[src/rtl/branch_fetch_unit.sv]
// branch_fetch_unit
//   Program-counter and branch-resolution stage. It compares the branch
//   operand against a second register operand under the decoded condition.
//   It then either advances the PC or redirects it through a small
//   branch-target LUT. Each taken branch inserts one bubble. The block also
//   owns the start/halt handshake and a saturating retired-instruction counter.
//
// Ports
//   Clk, Reset_n        clock (rising edge), asynchronous active-low reset
//   Start               begin execution at PC 0 (honoured in IDLE and HALT)
//   BrMux1, CompareVal  8-bit unsigned branch operands
//   BranchEn            current instruction is a branch
//   BranchCond          00 eq, 01 ne, 10 unsigned lt (BrMux1 < CompareVal), 11 always
//   TargetIdx           LUT index of the branch target
//   HaltInstr           current instruction is halt (wins over BranchEn)
//   LutWe/LutWAddr/LutWData  branch-target LUT write port
//   PC                  current instruction address
//   InstrValid          instruction at PC executes this cycle
//   Taken               high during the bubble cycle that follows a taken branch
//   Done                program halted
//   InstrCount          retired instructions, saturating at 0xFFFF
module branch_fetch_unit #(
  parameter int PC_WIDTH  = 10,
  parameter int LUT_DEPTH = 16,
  localparam int IDX_W    = $clog2(LUT_DEPTH)
) (
  input  logic                Clk,
  input  logic                Reset_n,
  input  logic                Start,
  input  logic [7:0]          BrMux1,
  input  logic [7:0]          CompareVal,
  input  logic                BranchEn,
  input  logic [1:0]          BranchCond,
  input  logic [IDX_W-1:0]    TargetIdx,
  input  logic                HaltInstr,
  input  logic                LutWe,
  input  logic [IDX_W-1:0]    LutWAddr,
  input  logic [PC_WIDTH-1:0] LutWData,
  output logic [PC_WIDTH-1:0] PC,
  output logic                InstrValid,
  output logic                Taken,
  output logic                Done,
  output logic [15:0]         InstrCount
);

  typedef enum logic [1:0] {
    S_IDLE  = 2'd0,
    S_RUN   = 2'd1,
    S_FLUSH = 2'd2,
    S_HALT  = 2'd3
  } state_t;

  localparam logic [PC_WIDTH-1:0] PC_ONE = PC_WIDTH'(1);

  state_t              state, state_nxt;
  logic [PC_WIDTH-1:0] lut [LUT_DEPTH];
  logic [PC_WIDTH-1:0] pc_nxt;
  logic [15:0]         cnt_nxt;
  logic                valid_nxt, taken_nxt, done_nxt;
  logic                cond_true;

  function automatic logic [15:0] sat_inc(input logic [15:0] v);
    return (v == 16'hFFFF) ? v : v + 16'd1;
  endfunction

  // Operands are compared as raw 8-bit unsigned values.
  function automatic logic eval_cond(input logic [1:0] c,
                                     input logic [7:0] a,
                                     input logic [7:0] b);
    logic r;
    case (c)
      2'b00:   r = (a == b);
      2'b01:   r = (a != b);
      2'b10:   r = (a < b);
      default: r = 1'b1;
    endcase
    return r;
  endfunction

  assign cond_true = eval_cond(BranchCond, BrMux1, CompareVal);

  // Next-state and next-output decode
  always_comb begin
    state_nxt = state;
    pc_nxt    = PC;
    cnt_nxt   = InstrCount;
    valid_nxt = 1'b0;
    taken_nxt = 1'b0;
    done_nxt  = 1'b0;
    case (state)
      S_IDLE: begin
        if (Start) begin
          state_nxt = S_RUN;
          pc_nxt    = '0;
          cnt_nxt   = '0;
          valid_nxt = 1'b1;
        end
      end
      S_RUN: begin
        // Every RUN cycle retires the instruction at PC, including halt and branches.
        cnt_nxt = sat_inc(InstrCount);
        if (HaltInstr) begin
          state_nxt = S_HALT;
          done_nxt  = 1'b1;
        end else if (BranchEn && cond_true) begin
          // LUT read sees the pre-write contents if the same entry is written now.
          state_nxt = S_FLUSH;
          pc_nxt    = lut[TargetIdx];
          taken_nxt = 1'b1;
        end else begin
          pc_nxt    = PC + PC_ONE;
          valid_nxt = 1'b1;
        end
      end
      S_FLUSH: begin
        state_nxt = S_RUN;
        valid_nxt = 1'b1;
      end
      S_HALT: begin
        done_nxt = 1'b1;
        if (Start) begin
          state_nxt = S_RUN;
          pc_nxt    = '0;
          cnt_nxt   = '0;
          valid_nxt = 1'b1;
          done_nxt  = 1'b0;
        end
      end
      default: state_nxt = S_IDLE;
    endcase
  end

  // State and output registers
  always_ff @(posedge Clk or negedge Reset_n) begin
    if (!Reset_n) begin
      state      <= S_IDLE;
      PC         <= '0;
      InstrCount <= '0;
      InstrValid <= 1'b0;
      Taken      <= 1'b0;
      Done       <= 1'b0;
    end else begin
      state      <= state_nxt;
      PC         <= pc_nxt;
      InstrCount <= cnt_nxt;
      InstrValid <= valid_nxt;
      Taken      <= taken_nxt;
      Done       <= done_nxt;
    end
  end

  // Branch-target LUT
  always_ff @(posedge Clk or negedge Reset_n) begin
    if (!Reset_n) begin
      for (int i = 0; i < LUT_DEPTH; i++) begin
        lut[i] <= '0;
      end
    end else if (LutWe) begin
      lut[LutWAddr] <= LutWData;
    end
  end

endmodule

[config.mk]
export PLATFORM = sky130hd
export DESIGN_NAME = branch_fetch_unit
export DESIGN_NICKNAME = d
export VERILOG_FILES = /design/src/rtl/branch_fetch_unit.sv
export SDC_FILE = /design/constraint.sdc
export NUM_CORES = 1
export LEC_CHECK = 0
export BUFFER_PORTS_ARGS = -buffer_cell sky130_fd_sc_hd__buf_2
export CORE_UTILIZATION = 54
export CTS_CLUSTER_SIZE = 14
export DETAILED_ROUTE_END_ITERATION = 8
export MAX_ROUTING_LAYER = met4
export PLACE_DENSITY = 0.79
export SLEW_MARGIN = 0
export SYNTH_ARGS = -nofsm -noshare
export SYNTH_HDL_FRONTEND = slang
export SYNTH_SLANG_ARGS = --single-unit
[constraint.sdc]
create_clock -name Clk -period 2 [get_ports Clk]
set_input_delay 0.1 -clock Clk [delete_from_list [all_inputs] [get_ports Clk]]
set_output_delay 0.1 -clock Clk [all_outputs]
set_load 0.01 [all_outputs]
[After elaboration in Yosys (flattened, before gate mapping)]
Index checks and enable logic that the tools add are counted.
Word-level totals
  output and inout port bits: 29
  input bits: 42
  memory bits (writable): 0
  latch bits: 0
  ROM bits: 0
  word-level logic and storage cells: 79
  memories kept: 0
  register bits: 191
Cells by class
  $add $sub $neg: 2
  order comparisons: 4
  muxes and demuxes: 28
  bitwise logic cells: 2
  div/mod/pow operators: 0
  reductions and logical operators: 9
  multiply operators: 0
  equal/unequal tests: 12
  shifts and indexed selects: 0
Operators with widths (number)
  bitwise mux 160 bit: 1
  2-to-1 mux 10 bit: 6
  binary-select mux 10 bit (select 4 bit): 1
  demux 10 bit (select 4 bit): 1
  2-to-1 mux 16 bit: 2
  one-hot mux 16 bit (2 select lines): 1
  one-hot mux 10 bit (2 select lines): 1
  adder 16 x 1 -> 16 bit (second input constant): 1
  equality test 16 bit (second input constant): 1
  adder 10 x 1 -> 10 bit (second input constant): 1
  greater-or-equal comparator 5 bit (second input constant): 2
  inverter 4 -> 5 bit: 2
  equality test 8 bit: 1
  less-than comparator 8 bit: 1
  2-to-1 mux 1 bit: 8
  != test 8 bit: 1
  equality test 2 bit (second input constant): 3
  2-to-1 mux 2 bit: 3
  one-hot mux 1 bit (3 select lines): 2
  one-hot mux 2 bit (3 select lines): 1
  AND reduction 3 bit: 2
  less-than comparator 5 x 1 -> 1 bit (second input constant): 1
  equality test 2 x 1 -> 1 bit (second input constant): 2
  zero test 2 bit: 2
  8 further kinds: 10

[Logic depth before layout (Yosys ltp)]
  depth after elaboration: 7
  mapped depth: 9

[Worst setup path before layout]
Ideal clock, no wire load.
  kind: register to register
  start: register state[0]
  end: register PC[2]
  clock period less this slack: 2.143 ns
  buffers on the path: 2
  data required time: 1.874 ns
  arrival: 2.017 ns
  stages on the path, launching flop included: 9
  slack: -0.143 ns
  setup time: 0.126 ns
  path through: dfrtp_1 -> inv_1 -> ha_1 -> clkbuf_1 -> nor2b_1 -> a211oi_1 -> clkbuf_1 -> o31ai_1 -> a221o_1
Between the ends
  longest elaborated chain between the ends: 4
  elaborated cells between the ends (all ways): 9
  classes of those cells: 4 x eq/ne; 1 x mux; 4 x reduce/logical
RTL lines
  start: declaration: line 55  | state_t state, state_nxt;
  start signal: assignment: line 143  | state <= state_nxt;
  equality test 2 bit / zero test 2 bit (equally long branches): line 90  | case (state)
  OR reduction 2 bit (no source line)
  != test 2 x 1 -> 1 bit (no source line) / nonzero test 2 bit (equally long branches)
  AND reduction 3 bit (no source line)
  end signal: assignment: line 144  | PC <= pc_nxt;
  end: declaration: line 39  | output logic [PC_WIDTH-1:0] PC,
Several ways; a longest one is shown, not always the timed one.
A chain may end at the register's enable or synchronous reset.

[Final worst setup path]
  start: register state[0]
  end: register PC[3]
Same word-level chain as after synthesis.

==> reports/results.txt <==
The delay of the slowest cell on the worst path works out to 410 ps. The checks that failed: negative setup slack. The detailed router placed 6129 vias in this run. The die is 133 microns tall. Together, buffers and inverters on the worst path number 3. The largest total area in the synthesized netlist belongs to dfrtp_1. The via count of the first global-routing pass came out at 6556. Derived from the worst setup path, the maximum achievable clock frequency is 500 MHz. The first detailed-routing pass took 5 iterations.

The cell at the root of the clock tree is clkbuf_16. The run gives 17 as the CTS buffer count. The tools report the die footprint as 17700 sq um. Once detail routing completed, the nets flagged for antenna violations numbered 0. At the worst endpoint, the required time is 2310 ps.

The run gives 47 as the number of rows created at floorplan. The leading cell type in the layout, fill and taps excluded is dfrtp_1. The most used flip-flop cell after synthesis is dfrtp_1. Using the TritonRoute via totals, the vias-per-cell ratio works out to 6.04. Clock-pin slew was measured on the worst setup and hold paths at 70 ps. The run gives 10200 sq um as the placed cell area.

The final layout contains routed wiring with a total length of 21700 microns. For this design the static power due to leakage is 0.00492 uW. The routed length per instance was 21.4 microns; the maximum buffer depth of the clock tree was 2. Summing all non-filler instances in the final layout gives an area of 11000 sq um. Counting I/O delays and the setup requirement, the final critical path takes 2000 ps. Dividing total power by cell area gives a power density of 1120 nW/um^2. The initial utilization of the core area, before any placement, comes to 55.7%. In the global route stage, overall resource usage came out at 27.0%.

The global-route wire length before repair is 35200 microns, and the number of cells produced by synthesis is 668. The distinct cell type count after synthesis came out at 49. Summing the sequential cell areas from Yosys gives 51.6% of the chip area. Cells with a size suffix above 1 make up 47.8% of the layout. Traced cell by cell, the critical path runs through inv_1 -> ha_1 -> nor2b_4 -> buf_4 -> a211oi_4 -> buf_6 -> o21ai_0 -> a221o_1. The die is 133 microns wide. Number of port buffers: 70. The arrival time at the worst endpoint came out at 2310 ps. Leaving out filler cells and counting taps, the final layout contains 1015. For the pin with the worst max-slew slack, the measured transition is 694 ps. The register bit total from synthesis was 191; the total of endpoints with negative setup slack in the final report was 1. The logs give 14600 microns for the half-perimeter wire length of the detailed placement result and 53.7% for the remaining max-slew budget at the tightest pin. The post-synthesis to final-layout area growth was 18.5%. The kind of cell with the highest combined delay on the critical path is compound AO/OA/AOI/OAI gates. Counting the fill cells in the layout gives 1180. In the post-synthesis netlist, the biggest area contributors are dfrtp_1 (52%), mux2_2 (20%), mux4_2 (9.0%).

The tools report the combined area of all synthesized cells as 9270 sq um. After detailed placement, the design holds a cell count of 974. The worst setup path is launched from a flop.

CTS saw 191 sinks. On the critical path, the stage with the largest delay is an instance of dfrtp_2. The logs give 4780 sq um for the register cell area after layout and 0.778 mV for the maximum vdd ir drop.

The worst hold path belongs to the class in -> reg. After the first detailed-routing iteration, the DRC count stood at 448. In this run the worst path has a maximum fanout of 6.

On the final layout, the worst hold slack is 45.7 ps. The share of flip-flops with an asynchronous set or reset after synthesis was 100%. By startpoint and endpoint, the worst setup path is classified as reg -> reg. Setup repair after global routing could not meet its margin everywhere. Number of max-slew violations in the final report: 0. The worst setup path is captured at a flop. The mean post-synth cell area is 13.9 sq um, and the total congestion overflow after global routing is 0. Clock latency on the worst-skew pair, taken at its later pin, is 430 ps. During synthesis, Yosys emitted a total of 0 warnings. When the netlist entered floorplanning its net count stood at 723. In this run, synthesis inferred 0 flip-flops with an integrated enable. The max-capacitance violation count came out at 0. The largest net degree at the start of global routing is 71, and the top cell type's share of synthesized area is 51.6%. The final clock skew is 12.2 ps. The congestion estimate from routability-driven global placement came to 0.907. The final worst-path setup slack was -0.783 ps. The H-tree was split into 4 levels.

The final net count is 837. In the routed design, unresolved DRC markers number 0. In this run the standard cell core region covers 16600 sq um. TritonCTS built the clock tree. The library cells used most frequently in the layout, excluding fill and tap cells, are dfrtp_1 (190), mux2_2 (162), buf_2 (70). In this run the count of I/O pins placed on the die edge is 71. The run gives 0 as the number of antenna violations at the first check in global routing.

The hold violation total from the final report was 0. Prior to clock tree synthesis, the placed netlist has a worst setup slack of -105 ps. The multi-input combinational cells in the finished layout cover a total of 4350 sq um. In the finished design, the share of the clock period the worst path needs comes to 100%.

The flow ran to the end, but the final reports show violations. For the count of inserted antenna diode cells, the log shows 0.
## cell usage after synthesis (5+ instances only)
cell,instances
nand2b_1,10
dfrtp_1,191
o21ai_0,19
nor3_1,7
nor2_1,22
mux2i_1,13
or3_1,5
mux2_2,162
mux4_2,37
a21oi_1,15
and3_1,7
mux4_1,9
clkbuf_1,23
nand2_1,32
ha_1,13
inv_1,18
a221o_1,5
buf_2,7
nand3_1,9
nor2b_1,5
## logic make-up after synthesis
kind of cell               synth area share, %
and+or+nand+nor                           6.61
adders and majority gates                 1.75
xor gates and xnor gates                0.0945
muxes                                     32.6
DFF                                       51.6
AOI/OAI and AO/OA                         4.86
buffers and inverters                     2.48
## timing repair
action / CTS / global route
gates cloned: 0 / 1
pin swaps: 3 / 4
setup buffers: 4 / 2
endpoints found under the setup margin: 14 / 19
hold buffers: 2 / 0
gates resized for setup: 11 / 10
endpoints found under the hold margin: 65 / 0
## routing by layer
metal	part of all wire (%)	track usage (%)	routed length (microns)
met5	0	-	0
met4	1.6	9.07	337
met3	5.0	4.60	1080
met2	51	43.4	11000
met1	43	35.0	9270
## where the power goes
part,switching (uW),internal (uW)
combinational,1620,1870
sequential,545,4750
clock,1520,2020
total,3690,8640
## sequential cells by signal, summed over array words and instances (netlist names)
name,cells
Taken,1
PC,10
InstrCount,16
Done,1
lut,160
state,2
InstrValid,1
## worst reg2reg max path, cell delays in order, from the launching register on
cell and delay [ps]:
dfrtp_2 410, inv_1 80, ha_1 310, nor2b_4 140, buf_4 150, a211oi_4 250, buf_6 180, o21ai_0 90
a221o_1 290
## area by class of cell
class	count	area share, %
Sequential cell	191	43.5
Multi-Input combinational cell	424	39.6
Timing Repair Buffer	129	8.06
Clock buffer	18	4.00
Tap cell	220	2.51
Clock inverter	14	1.63
Inverter	19	0.650
## worst paths after layout
check                          start  endpoint  slack, ps  depth (start not counted)
min in group asynchronous    Reset_n  lut[154]        250                          2
setup / recovery            state[0]     PC[3]       -0.8                          8
hold reg to reg              lut[62]   lut[62]        500                          1
hold / removal             HaltInstr     Taken         50                          3
setup reg to reg            state[0]     PC[3]       -0.8                          8
max in group asynchronous    Reset_n   lut[13]        970                          3
## through the flow
stage	util [%]	total power (uW)	setup TNS (ps)
final	66.0	12300	-0.783
after global routing	66.0	12900	-854
after CTS	65.7	12200	-0.871
after detailed placement	61.3	8510	-942
after global placement	61.3	8270	-29.1
after floorplan	-	7290	0
Note: power is estimated with default switching activity, not from simulation.
